===== config.mk =====
export PLATFORM = sky130hd
export DESIGN_NAME = mfa_tracker
export DESIGN_NICKNAME = d
export VERILOG_FILES = /design/src/rtl/mfa_tracker_pkg.sv /design/src/rtl/mfa_argmin.sv /design/src/rtl/mfa_tracker.sv
export SDC_FILE = /design/constraint.sdc
export NUM_CORES = 1
export LEC_CHECK = 0
export ABC_AREA = 1
export BUFFER_PORTS_ARGS = -buffer_cell sky130_fd_sc_hd__buf_2
export CORE_UTILIZATION = 25
export CTS_BUF_LIST = sky130_fd_sc_hd__clkbuf_8
export DETAILED_ROUTE_END_ITERATION = 6
export PLACE_DENSITY_LB_ADDON = 0.15
export SYNTH_ARGS = -nofsm -noshare
export SYNTH_HDL_FRONTEND = slang
export SYNTH_SLANG_ARGS = --single-unit

===== constraint.sdc =====
create_clock -name clock -period 33.6 [get_ports clock]
set_input_delay 3.36 -clock clock [delete_from_list [all_inputs] [get_ports clock]]
set_output_delay 3.36 -clock clock [all_outputs]
set_load 0.02 [all_outputs]

===== src/rtl/mfa_tracker_pkg.sv =====
// Shared types for the MFA tracker: FSM state encoding and the default table-entry layout.
package pkg_en;

  typedef enum logic [1:0] {StIdle, StAccum, StScan, StOut} state_e;

  localparam int unsigned DEF_WIDTH  = 32;
  localparam int unsigned DEF_LENGTH = 256;
  localparam int unsigned DEF_CNT_W  = $clog2(DEF_LENGTH) + 1;

  // Entry layout at the default widths; the tracker re-declares the same shape at its own widths.
  typedef struct packed {
    logic                 valid;
    logic [DEF_WIDTH-1:0] value;
    logic [DEF_CNT_W-1:0] count;
  } entry_t;

endpackage


===== src/rtl/mfa_argmin.sv =====
// Combinational lowest-index argmin over table counts, plus lowest free-slot detection.
module mfa_argmin #(
  parameter  int unsigned NUM_ENTRY = 8,
  parameter  int unsigned CNT_W     = 9,
  localparam int unsigned IDX_W     = $clog2(NUM_ENTRY)
) (
  input  logic [NUM_ENTRY-1:0]            valid,
  input  logic [NUM_ENTRY-1:0][CNT_W-1:0] counts,
  output logic [IDX_W-1:0]                min_idx,
  output logic                            has_free,
  output logic [IDX_W-1:0]                free_idx
);

  logic [CNT_W-1:0] min_cnt;

  always_comb begin
    min_idx  = '0;
    min_cnt  = counts[0];
    has_free = 1'b0;
    free_idx = '0;
    // Strict compare keeps the lowest index on ties.
    for (int unsigned i = 1; i < NUM_ENTRY; i++) begin
      if (counts[i] < min_cnt) begin
        min_cnt = counts[i];
        min_idx = IDX_W'(i);
      end
    end
    for (int unsigned i = 0; i < NUM_ENTRY; i++) begin
      if (!valid[i] && !has_free) begin
        has_free = 1'b1;
        free_idx = IDX_W'(i);
      end
    end
  end

endmodule


===== src/rtl/mfa_tracker.sv =====
// MFA tracker: Space-Saving (value, count) table over one block, then a linear scan for the winner.
// Build macro MFA_ZERO_SKIP_EN routes zero samples to a dedicated saturating counter.
module mfa_tracker import pkg_en::*; #(
  parameter  int unsigned WIDTH     = DEF_WIDTH,
  parameter  int unsigned NUM_ENTRY = 8,
  parameter  int unsigned LENGTH    = DEF_LENGTH,
  localparam int unsigned CNT_W     = $clog2(LENGTH) + 1
) (
  input  logic             clock,
  input  logic             reset,
  input  logic             I_En,
  input  logic             I_Valid,
  output logic             O_Ready,
  input  logic [WIDTH-1:0] I_Data,
  input  logic             I_Last,
  input  logic             I_Rls,
  input  logic             I_Rd_MFA,
  output logic             O_Valid,
  output logic [WIDTH-1:0] O_SharedData,
  output logic [CNT_W-1:0] O_CountVal,
  output logic             O_Exact,
  output logic [CNT_W-1:0] O_ZeroCount
);

  localparam int unsigned      IDX_W = $clog2(NUM_ENTRY);
  localparam logic [CNT_W-1:0] LEN_C = CNT_W'(LENGTH);

  typedef struct packed {
    logic             valid;
    logic [WIDTH-1:0] value;
    logic [CNT_W-1:0] count;
  } ent_t;

  state_e           state_q;
  ent_t             tbl_q [NUM_ENTRY];
  logic [CNT_W-1:0] nsamp_q, nsamp_nxt, best_cnt_q, cnt_q, scan_cnt, hit_cnt, min_cnt;
  logic [WIDTH-1:0] best_val_q, data_q;
  logic [IDX_W:0]   scan_idx_q;
  logic             evicted_q, valid_q, exact_q;
  logic             accept, tbl_upd, blk_end, clear_all, load_out, hit, has_free;
  logic [IDX_W-1:0] hit_idx, free_idx, min_idx;
  logic [NUM_ENTRY-1:0]            valid_vec;
  logic [NUM_ENTRY-1:0][CNT_W-1:0] cnt_vec;

  assign O_Ready   = (state_q == StIdle) || (state_q == StAccum);
  assign accept    = I_En & I_Valid & O_Ready;
  assign nsamp_nxt = nsamp_q + 1'b1;
  assign blk_end   = I_Last || (nsamp_nxt == LEN_C);
  assign clear_all = I_Rls || ((state_q == StOut) && I_Rd_MFA);
  assign load_out  = (state_q == StScan) && (scan_idx_q == (IDX_W+1)'(NUM_ENTRY));
  assign scan_cnt  = tbl_q[scan_idx_q[IDX_W-1:0]].valid ? tbl_q[scan_idx_q[IDX_W-1:0]].count : '0;
  assign hit_cnt   = tbl_q[hit_idx].count;
  assign min_cnt   = tbl_q[min_idx].count;

  always_comb begin
    hit     = 1'b0;
    hit_idx = '0;
    for (int unsigned i = 0; i < NUM_ENTRY; i++) begin
      valid_vec[i] = tbl_q[i].valid;
      cnt_vec[i]   = tbl_q[i].count;
      if (tbl_q[i].valid && (tbl_q[i].value == I_Data) && !hit) begin
        hit     = 1'b1;
        hit_idx = IDX_W'(i);
      end
    end
  end

  mfa_argmin #(
    .NUM_ENTRY(NUM_ENTRY),
    .CNT_W    (CNT_W)
  ) u_argmin (
    .valid   (valid_vec),
    .counts  (cnt_vec),
    .min_idx (min_idx),
    .has_free(has_free),
    .free_idx(free_idx)
  );

`ifdef MFA_ZERO_SKIP_EN
  logic [CNT_W-1:0] zc_q, zc_out_q;

  assign tbl_upd     = accept && (I_Data != '0);
  assign O_ZeroCount = zc_out_q;

  always_ff @(posedge clock or negedge reset) begin
    if (!reset) begin
      zc_q     <= '0;
      zc_out_q <= '0;
    end else if (clear_all) begin
      zc_q     <= '0;
      zc_out_q <= '0;
    end else begin
      if (accept && (I_Data == '0) && (zc_q != LEN_C)) zc_q <= zc_q + 1'b1;
      if (load_out) zc_out_q <= zc_q;
    end
  end
`else
  assign tbl_upd     = accept;
  assign O_ZeroCount = '0;
`endif

  always_ff @(posedge clock or negedge reset) begin
    if (!reset) begin
      state_q    <= StIdle;
      for (int unsigned i = 0; i < NUM_ENTRY; i++) tbl_q[i] <= '0;
      nsamp_q    <= '0;
      evicted_q  <= 1'b0;
      scan_idx_q <= '0;
      best_cnt_q <= '0;
      best_val_q <= '0;
      valid_q    <= 1'b0;
      data_q     <= '0;
      cnt_q      <= '0;
      exact_q    <= 1'b0;
    end else if (clear_all) begin
      // Release, or acknowledge in OUT: drop the block and return every output to 0.
      state_q    <= StIdle;
      for (int unsigned i = 0; i < NUM_ENTRY; i++) tbl_q[i] <= '0;
      nsamp_q    <= '0;
      evicted_q  <= 1'b0;
      scan_idx_q <= '0;
      best_cnt_q <= '0;
      best_val_q <= '0;
      valid_q    <= 1'b0;
      data_q     <= '0;
      cnt_q      <= '0;
      exact_q    <= 1'b0;
    end else begin
      unique case (state_q)
        StIdle, StAccum: begin
          if (accept) begin
            nsamp_q <= nsamp_nxt;
            if (tbl_upd) begin
              if (hit) begin
                tbl_q[hit_idx].count <= (hit_cnt == LEN_C) ? hit_cnt : hit_cnt + 1'b1;
              end else if (has_free) begin
                tbl_q[free_idx] <= '{valid: 1'b1, value: I_Data, count: CNT_W'(1)};
              end else begin
                tbl_q[min_idx] <= '{valid: 1'b1, value: I_Data,
                                    count: (min_cnt == LEN_C) ? min_cnt : min_cnt + 1'b1};
                evicted_q      <= 1'b1;
              end
            end
            if (blk_end) begin
              state_q    <= StScan;
              scan_idx_q <= '0;
              best_cnt_q <= '0;
              best_val_q <= '0;
            end else begin
              state_q <= StAccum;
            end
          end
        end
        StScan: begin
          if (load_out) begin
            state_q <= StOut;
            valid_q <= 1'b1;
            data_q  <= best_val_q;
            cnt_q   <= best_cnt_q;
            exact_q <= ~evicted_q;
          end else begin
            // Strictly-greater replace leaves ties with the lowest index.
            if (scan_cnt > best_cnt_q) begin
              best_cnt_q <= scan_cnt;
              best_val_q <= tbl_q[scan_idx_q[IDX_W-1:0]].value;
            end
            scan_idx_q <= scan_idx_q + 1'b1;
          end
        end
        StOut: state_q <= StOut;
      endcase
    end
  end

  assign O_Valid      = valid_q;
  assign O_SharedData = data_q;
  assign O_CountVal   = cnt_q;
  assign O_Exact      = exact_q;

endmodule


# After elaboration in Yosys (flattened, before gate mapping)
# Index checks and enable logic that the tools add are counted.
[totals]
output_inout_bits = 53
word_cells = 256
ff_bits = 436
[classes]
n_lt_le_gt_ge = 15
muxes = 111
bitwise = 7
add_sub_neg = 4
eq_ne = 22
n_reduce_logical = 63
[op_table]
columns = ["operator", "count"]
rows = [
  ["$mux 336", 5],
  ["$bwmux 336", 3],
  ["$bmux 42 s3", 3],
  ["$demux 42 s3", 3],
  ["$eq 32x32->1", 8],
  ["$mux 32", 8],
  ["$mux 9", 25],
  ["$mux 42", 4],
  ["$pmux 32 s2", 1],
  ["$lt 9x9->1", 7],
  ["$mux 3", 16],
  ["$mux 1", 30],
  ["$add 9x1->9 const B", 3],
  ["$eq 9x9->1 const B", 3],
  ["$logic_and 1x1->1", 27],
  ["$logic_not 1->1", 20],
  ["$pmux 9 s2", 1],
  ["$ge 4x4->1 const B", 4],
  ["$mux 4", 4],
  ["$not 3->4", 4],
  ["$lt 4x1->1 const B", 3],
  ["$mux 2", 6],
  ["$ne 3x3->1 const B", 4],
  ["$gt 9x9->1", 1],
  ["other kinds (18)", 29],
]

# Longest topological paths before layout
# Gate-level depths: netlist of the first run.
[logic_depth]
ltp_word = 35
depth_mapped = 91
ltp_nobuf = 85

# By module
# Synthesis of the first run repeated with hierarchy kept, for this count alone.
[unflattened]
hier_cells = 4265
hier_area_um2 = 29918.7
[modules_own_cells]
columns = ["mod", "area_per_inst_um2", "n_inst", "cells_each"]
rows = [
  ["mfa_tracker", 27775.4, 1, 3887],
  ["mfa_argmin", 2143.3, 1, 378],
]

# Worst setup path after synthesis of the first run
# Ideal clock, no wire load.
[synth_path]
kind = "register to register"
from = "register tbl_q (netlist bit cnt_vec[8])"
to = "register tbl_q (netlist bit cnt_vec[4])"
period_less_slack_ns = 10.879
required_time_ns = 33.461
path_buffers = 9
slack_ns = 22.721
arrival_ns = 10.741
path_stages_with_launch = 77
setup_ns = 0.139
path_cell_list = "dfrtp_1 > inv_1 > ha_1 > nand2_2 > inv_1 > a21oi_2 > nand3_2 > clkbuf_1 > nand2_1 > o21ai_0 > ha_1 > a21oi_1 > nor2_1 > a211oi_1 > nand2_4 > clkbuf_1 > nand2_1 > o21ai_0 > [... 41 more ...] > a211oi_1 > o221a_2 > nand2_4 > buf_8 > buf_6 > nand3_1 > nand2_1 > nand2_1 > nand2_1 > nand2_1 > nand2_1 > inv_2 > ha_1 > nand2_1 > nor2_2 > nand2_1 > nand3_1 > a22oi_1"
[synth_between]
elab_chain_len = 26
[synth_lines]
columns = ["element", "line", "text"]
rows = [
  ["start, declared", "mfa_tracker.sv:35", "ent_t tbl_q [NUM_ENTRY];"],
  ["start signal, assigned by index", "mfa_tracker.sv:137", "tbl_q[free_idx] <= '{valid: 1'b1, value: I_Data, count: CNT_W'(1)};"],
  ["start signal, assigned by index", "mfa_tracker.sv:139", "tbl_q[min_idx] <= '{valid: 1'b1, value: I_Data,"],
  ["$lt 9x9->1", "mfa_argmin.sv:23", "if (counts[i] < min_cnt) begin"],
  ["$mux 9", "mfa_argmin.sv:23", ""],
  ["$lt 9x9->1", "mfa_argmin.sv:23", ""],
  ["$mux 9", "mfa_argmin.sv:23", ""],
  ["$lt 9x9->1", "mfa_argmin.sv:23", ""],
  ["$mux 9", "mfa_argmin.sv:23", ""],
  ["$lt 9x9->1", "mfa_argmin.sv:23", ""],
  ["$mux 9", "mfa_argmin.sv:23", ""],
  ["[... 10 more ...]", "-", ""],
  ["$add 9x1->9 / $eq 9x9->1 (equally long branches)", "mfa_tracker.sv:140", "count: (min_cnt == LEN_C) ? min_cnt : min_cnt + 1'b1};"],
  ["$mux 9", "mfa_tracker.sv:140", ""],
  ["$bwmux 336", "mfa_tracker.sv:139", ""],
  ["$mux 336", "mfa_tracker.sv:136", "end else if (has_free) begin"],
  ["$mux 336 (*)", "mfa_tracker.sv:134", "if (hit) begin"],
  ["$mux 336 (*)", "mfa_tracker.sv:131", "if (accept) begin"],
  ["$mux 336 (*)", "mfa_tracker.sv:129", "unique case (state_q)"],
  ["$mux 336 (*)", "mfa_tracker.sv:115", "end else if (clear_all) begin"],
]
# Every way passes the cells marked *; elsewhere a longest branch is shown, timed or not. The select of a mux whose other input is x is not followed.
# A chain may end at the register's enable or synchronous reset.

# Final worst setup path of the first run
[layout_path]
from = "register tbl_q (netlist bit cnt_vec[8])"
to = "register tbl_q[261] (netlist name)"
[layout_between]
elab_chain_len = 25
[layout_lines]
columns = ["element", "line"]
rows = [
  ["$lt 9x9->1", "mfa_argmin.sv:23"],
  ["$mux 9", "mfa_argmin.sv:23"],
  ["$lt 9x9->1", "mfa_argmin.sv:23"],
  ["$mux 9", "mfa_argmin.sv:23"],
  ["$lt 9x9->1", "mfa_argmin.sv:23"],
  ["$mux 9", "mfa_argmin.sv:23"],
  ["$lt 9x9->1", "mfa_argmin.sv:23"],
  ["$mux 9", "mfa_argmin.sv:23"],
  ["[... 9 more ...]", "-"],
  ["$mux 42", "mfa_tracker.sv:140"],
  ["$demux 42 s3 (*)", "mfa_tracker.sv:139"],
  ["$bwmux 336 (*)", "mfa_tracker.sv:139"],
  ["$mux 336 (*)", "mfa_tracker.sv:136"],
  ["$mux 336 (*)", "mfa_tracker.sv:134"],
  ["$mux 336 (*)", "mfa_tracker.sv:131"],
  ["$mux 336 (*)", "mfa_tracker.sv:129"],
  ["$mux 336 (*)", "mfa_tracker.sv:115"],
]
# Marked as above.

==> flow_summary.json, run 1 <==
{
  "drive_gt1_share_pct": 10.4,
  "hp-class": "flip-flop to flip-flop",
  "fmax_mhz": 71.7,
  "die_area_um2": 109000,
  "start_util_pct": 25.2,
  "synthCells": 3497,
  "rsz0062_at_grt": "false",
  "holdPathStages": 2,
  "reg2regPathDepth": 58,
  "synth.yosys.seq_area_share_pct": 40.4,
  "powerDensity_nw_per_um2": 102,
  "grt_pass1_vias": 26403,
  "status": "finished clean",
  "period_needed_ps": 13960,
  "async_flop_share_pct": 100,
  "path_max_fanout": 38,
  "drtAntennaViolNets": 0,
  "gp_congestion": 0.980,
  "r2r_setup_slack_ps": 19640,
  "cp-start-kind": "flip-flop",
  "end_kind": "flip-flop",
  "via_count": 27672,
  "ioPinCount": 92,
  "ys_ff_latch": 436,
  "yosys-top-cells-count": "inv_1 (473), dfrtp_1 (436), nand2_1 (414)",
  "grt_max_degree": 158,
  "tns_ps": 0,
  "insertion_delay_ps": 750,
  "grt_pass1_wl_um": 201000,
  "slew_violations": 0,
  "clkSlewWorstSetupHoldPaths_ps": 70,
  "nNetsFinal": 3604,
  "worst_ep_required_time_ps": 34240,
  "setup_viol": 0,
  "wl_per_cell_um": 28.8,
  "chipHeight_um": 331,
  "maxCapViolations": 0,
  "ys_types": 66,
  "relSlewSlack_pct": 9.61,
  "cpLargestDelayFamily": "compound AO/OA/AOI/OAI gates",
  "areaGrowthSynthToFinish_pct": 12.4,
  "syn_area_um2": 27000,
  "grt-ovfl-total": 0,
  "ctsRootBufferMaster": "clkbuf_8",
  "intPower_uw": 1300,
  "drc": 0,
  "leakage_uw": 0.0129,
  "hold_violations": 0,
  "clock-sinks": 436,
  "yosys_warnings": 0,
  "coreArea_um2": 107000,
  "cts_tree": "done",
  "cts_buffer_depth": 3,
  "slowest_stage": "nand2_2",
  "post-route-period-util_pct": 41.5,
  "power_frac_clock_pct": 17.4,
  "instances_no_fill": 4954,
  "syn_area_per_cell_um2": 7.72,
  "cp_num_buf_inv": 6,
  "synth.most_common_cell": "inv_1",
  "tightest_slew_ps": 1320,
  "fin_skew_ps": 62.3,
  "comb_power_share_pct": 62.5,
  "worst_ep_arrival_time_ps": 14600,
  "drt-total-wl_um": 143000,
  "place_inst": 4815,
  "switchingPower_uw": 1790,
  "first_pass_iters": 6,
  "ctsHoldBuffers": 0,
  "synth_top_area_share_pct": 40.4,
  "numCtsBuffers": 84,
  "pwr-share-seq_pct": 20.1,
  "synth_area_leader_cell": "dfrtp_1",
  "die_w_um": 331,
  "synth_area_leaders": "dfrtp_1 (40%), o22ai_1 (8.5%), inv_1 (6.6%)",
  "viasPerCell": 5.59,
  "ctsHtreeMaxLevel": 3,
  "placementRows": 120,
  "cp.depth": 58,
  "initialDrtViolationCount": 3209,
  "port_buffers": 82,
  "worstSetupPathType": "flip-flop to flip-flop",
  "ir_drop_uv": 153,
  "switching_share_pct": 58.0,
  "synth_ff_type": "dfrtp_1",
  "synth_edf_count": 0,
  "postCtsSetupRepairBufs": 0,
  "grt_use_total_pct": 25.6,
  "cts-resized-gates": 0,
  "max_stage_delay_ps": 760,
  "place_hpwl_um": 99100,
  "antenna_found_initial": 14
}
==> state kept, by name (all words and copies together) (netlist names) <==
register,cells
evicted_q,1
O_Exact,1
tbl_q,264
best_cnt_q,9
best_val_q,32
O_SharedData,32
nsamp_q,9
state_q,2
O_Valid,1
scan_idx_q,4
cnt_vec,72
O_CountVal,9
==> worst reg2reg max path, delay by kind of cell, from the launching register on <==
kind	cells	cell delay (ps)
adders and majority gates	7	2220
AOI/OAI and AO/OA	22	5730
DFF	1	450
and+or+nand+nor	23	4330
buffers and inverters	6	1170
==> cells by family after synthesis <==
logic type	Yosys count	synth area share [%]
AND/OR/NAND/NOR	1001	17.3
XOR/XNOR	79	2.56
buffers and inverters	731	10.6
adder cells (fa/ha/maj)	67	3.10
AO/OA/AOI/OAI	1181	26.0
multiplexers	1	0.0371
other	1	0.0139
flip-flops	436	40.4
==> area by class of cell <==
cell class / count / area (um^2)
fillers: 11765 / 76700
multi-input cells: 2338 / 13400
flip-flops and latches: 436 / 10900
inverters: 501 / 1880
well taps: 1403 / 1760
clock buffers: 96 / 1320
repair buffers: 137 / 846
clock inverters: 39 / 262
diodes: 4 / 10.0
==> power by group through the flow <==
stage / Clock, uW / Combinational [uW] / Sequential, uW
after floorplan: 0 / 1280 / 599
after global placement: 0 / 1890 / 628
final: 537 / 1930 / 622
after CTS: 547 / 1870 / 619
after detailed placement: 0 / 1860 / 628
after global routing: 568 / 2070 / 624
==> worst paths after layout <==
path,startpoint,endpoint
setup / recovery,cnt_vec[8]$_DFFE_PN0P_,tbl_q[261]$_DFFE_PN0P_
hold / removal,O_Valid$_DFFE_PN0P_,O_Valid$_DFFE_PN0P_
setup reg to reg,cnt_vec[8]$_DFFE_PN0P_,tbl_q[261]$_DFFE_PN0P_
hold reg to reg,O_Valid$_DFFE_PN0P_,O_Valid$_DFFE_PN0P_
max in group asynchronous,reset,cnt_vec[56]$_DFFE_PN0P_
min in group asynchronous,reset,tbl_q[71]$_DFFE_PN0P_
==> metrics by stage <==
| stage | total power, uW | util [%] | setup slack (ps) | hold WS [ps] | instance area [um^2] |
|---|---|---|---|---|---|
| after floorplan | 1880 | - | 22720 | 433 | 27000 |
| after global placement | 2510 | 26.9 | 20150 | 452 | 28800 |
| after detailed placement | 2490 | 26.9 | 19730 | 457 | 28800 |
| after CTS | 3040 | 28.3 | 19760 | 471 | 30300 |
| after global routing | 3260 | 28.3 | 18360 | 491 | 30300 |
| final | 3090 | 28.4 | 19640 | 464 | 30400 |
==> layer usage <==
metal / vias up / part of all wire, % / track usage (%)
met4: 8 / 3.2 / 8.69
met1: 13759 / 46 / 37.4
met2: 1462 / 41 / 36.7
met5: - / 0.034 / 0
li1: 12188 / - / -
met3: 255 / 9.8 / 5.71
==> layout by cell type (no fill, tap or decap), types with 26 or more instances in the layout <==
cell type	count
a21oi_1	335
buf_2	81
buf_4	54
clkbuf_8	96
dfrtp_1	433
ha_1	67
inv_1	498
nand2_1	412
nand3_1	219
nand4_1	53
nor2_1	176
nor4_1	28
o2111ai_1	26
o21ai_0	328
o22ai_1	365
o22ai_2	26
xor2_1	54
(Power assumes the default switching activity.)
==> run 2, diff against run 1 <==
- clock period: 33.6 -> 12.9 ns (I/O delays scaled with it)
==> run 2 against run 1 <==
  * Clock power grew to 2.8 times the previous value
  * Largest cell class unchanged
  * Sequential share of layout area down 0.54 points
  * Via count up 1.5%
  * First-iteration DRC count is 17% higher
  * Flip-flop and latch count unchanged
  * Worst setup slack lost 19000 ps
  * Fmax grew 18%
==> flow_summary.json, run 2 (synthesis gave the netlist of run 1 again) <==
{
  "status": "finished clean",
  "areaGrowthSynthToFinish_pct": 14.2,
  "hold_violations": 0,
  "r2r-start": "cnt_vec[8]$_DFFE_PN0P_",
  "gp_congestion": 0.980,
  "drt-total-wl_um": 144000,
  "start_util_pct": 25.2,
  "placementRows": 120,
  "die_w_um": 331,
  "powerDensity_nw_per_um2": 267,
  "clkSlewWorstSetupHoldPaths_ps": 60,
  "ctsHoldBuffers": 0,
  "end_kind": "flip-flop",
  "die_area_um2": 109000,
  "final_cell_mix": "inv_1 (501), dfrtp_1 (433), nand2_1 (412)",
  "coreArea_um2": 107000,
  "relSlewSlack_pct": 17.2,
  "post-route-period-util_pct": 92.0,
  "fin_util_pct": 28.8,
  "clock-sinks": 436,
  "cts_buffer_depth": 3,
  "largest-register": "tbl_q",
  "numCtsBuffers": 85,
  "nNetsFinal": 3633,
  "viasPerCell": 5.62,
  "initialDrtViolationCount": 3768,
  "whs_ps": 466,
  "grt_pass1_wl_um": 203000,
  "worstSetupPathType": "flip-flop to flip-flop",
  "drtAntennaViolNets": 0,
  "tightest_slew_ps": 1240,
  "rr_endpoint": "cnt_vec[4]$_DFFE_PN0P_",
  "ctsRootBufferMaster": "clkbuf_8",
  "worstSetupStartpoint": "cnt_vec[8]$_DFFE_PN0P_",
  "fin_skew_ps": 42.9,
  "fmax_mhz": 84.2,
  "ctsHtreeMaxLevel": 3,
  "grt_use_total_pct": 25.8,
  "grt_pass1_vias": 26203,
  "finalInstanceArea_um2": 30800,
  "cpMostUsedCell": "nand2_1",
  "hp-class": "flip-flop to flip-flop",
  "ir_drop_uv": 399,
  "leakage_uw": 0.0132,
  "slowest_stage": "dfrtp_1",
  "setup_viol": 0,
  "first_pass_iters": 6,
  "reg2regPathDepth": 64,
  "final_common_cell": "inv_1",
  "grt_max_degree": 133,
  "n_fill_cell": 11624,
  "cp-start-kind": "flip-flop",
  "worst_ep_arrival_time_ps": 12510,
  "via_count": 28090,
  "insertion_delay_ps": 750,
  "placed_cell_area_um2": 29000,
  "drive_gt1_share_pct": 11.6,
  "grt-ovfl-total": 0,
  "slew_violations": 0,
  "worst_ep_required_time_ps": 13540,
  "drc": 0,
  "ioPinCount": 92,
  "r2r_setup_slack_ps": 1030,
  "port_buffers": 82,
  "wl_per_cell_um": 28.7,
  "path_max_fanout": 25,
  "chipHeight_um": 331,
  "crit_path_end": "cnt_vec[4]$_DFFE_PN0P_",
  "antenna_found_initial": 11,
  "cts_tree": "done",
  "maxCapViolations": 0,
  "largest_register_ffs": 264,
  "postCtsSetupRepairBufs": 0,
  "period_needed_ps": 11870,
  "place_hpwl_um": 100000,
  "max_stage_delay_ps": 440
}
-- run 2: cell count changes in the layout (fill, tap and decap cells not counted), sizes merged --
cell	previous run	this run
diode	4	1
clkinvlp	1	2
buf	137	165
clkinv	22	29
clkbuf	96	108
inv	515	516
-- run 2: worst min-delay path by stage --
stage	start	end	depth (start not counted)
2_1_floorplan	evicted_q$_DFFE_PN0P_	O_Exact$_DFFE_PN0P_	1
3_3_place_gp	O_Valid$_DFFE_PN0P_	O_Valid$_DFFE_PN0P_	2
3_5_place_dp	O_Valid$_DFFE_PN0P_	O_Valid$_DFFE_PN0P_	2
4_1_cts	O_Valid$_DFFE_PN0P_	O_Valid$_DFFE_PN0P_	2
5_1_grt	O_CountVal[0]$_DFFE_PN0P_	O_CountVal[0]$_DFFE_PN0P_	2
6_report	O_Valid$_DFFE_PN0P_	O_Valid$_DFFE_PN0P_	2
-- run 2: worst max-delay path: cells and delay by family, from the launching register on --
kind,cells,cell delay [ps]
and+or+nand+nor,29,3520
DFF,1,440
buffers and inverters,6,680
adders and majority gates,8,2400
AOI/OAI and AO/OA,21,4700
-- run 2: per-stage QoR --
step	std cells	TNS, ps	total power, uW	setup WS (ps)
6_report	5000	0	8230	1030
5_1_grt	5000	-42.4	8710	-17.4
4_1_cts	4999	0	8090	746
3_5_place_dp	4843	0	6570	800
3_3_place_gp	4843	0	6630	849
2_1_floorplan	3505	0	4900	2020
-- run 2: where the power goes --
part           internal (uW)  leakage (uW)  switching, uW  total (uW)
logic                   1340       0.00622           3760        5100
registers               1460       0.00592            159        1620
clock network            796       0.00103            707        1500
total                   3600        0.0132           4630        8230
-- run 2: area by class of cell --
| cell class | instances | area [um^2] | share of cell area (%) |
|---|---|---|---|
| well taps | 1403 | 1760 | 5.70 |
| repair buffers | 165 | 1120 | 3.63 |
| flip-flops and latches | 436 | 10900 | 35.4 |
| multi-input cells | 2338 | 13400 | 43.4 |
| diodes | 1 | 2.50 | 0.00812 |
| clock buffers | 108 | 1490 | 4.82 |
| clock inverters | 48 | 292 | 0.946 |
| inverters | 501 | 1880 | 6.11 |
-- run 2: metal layers --
metal | global-route usage (%) | vias up | wire (um)
li1 | - | 12251 | -
met1 | 37.2 | 14014 | 64300
met2 | 36.8 | 1552 | 59500
met3 | 6.96 | 263 | 15200
met4 | 8.63 | 10 | 4690
met5 | 0 | - | 62
-- run 2: timing repair --
item                       CTS  global route
hold endpoints to repair     0             0
setup endpoints to repair    0           190
resized for setup            0             8
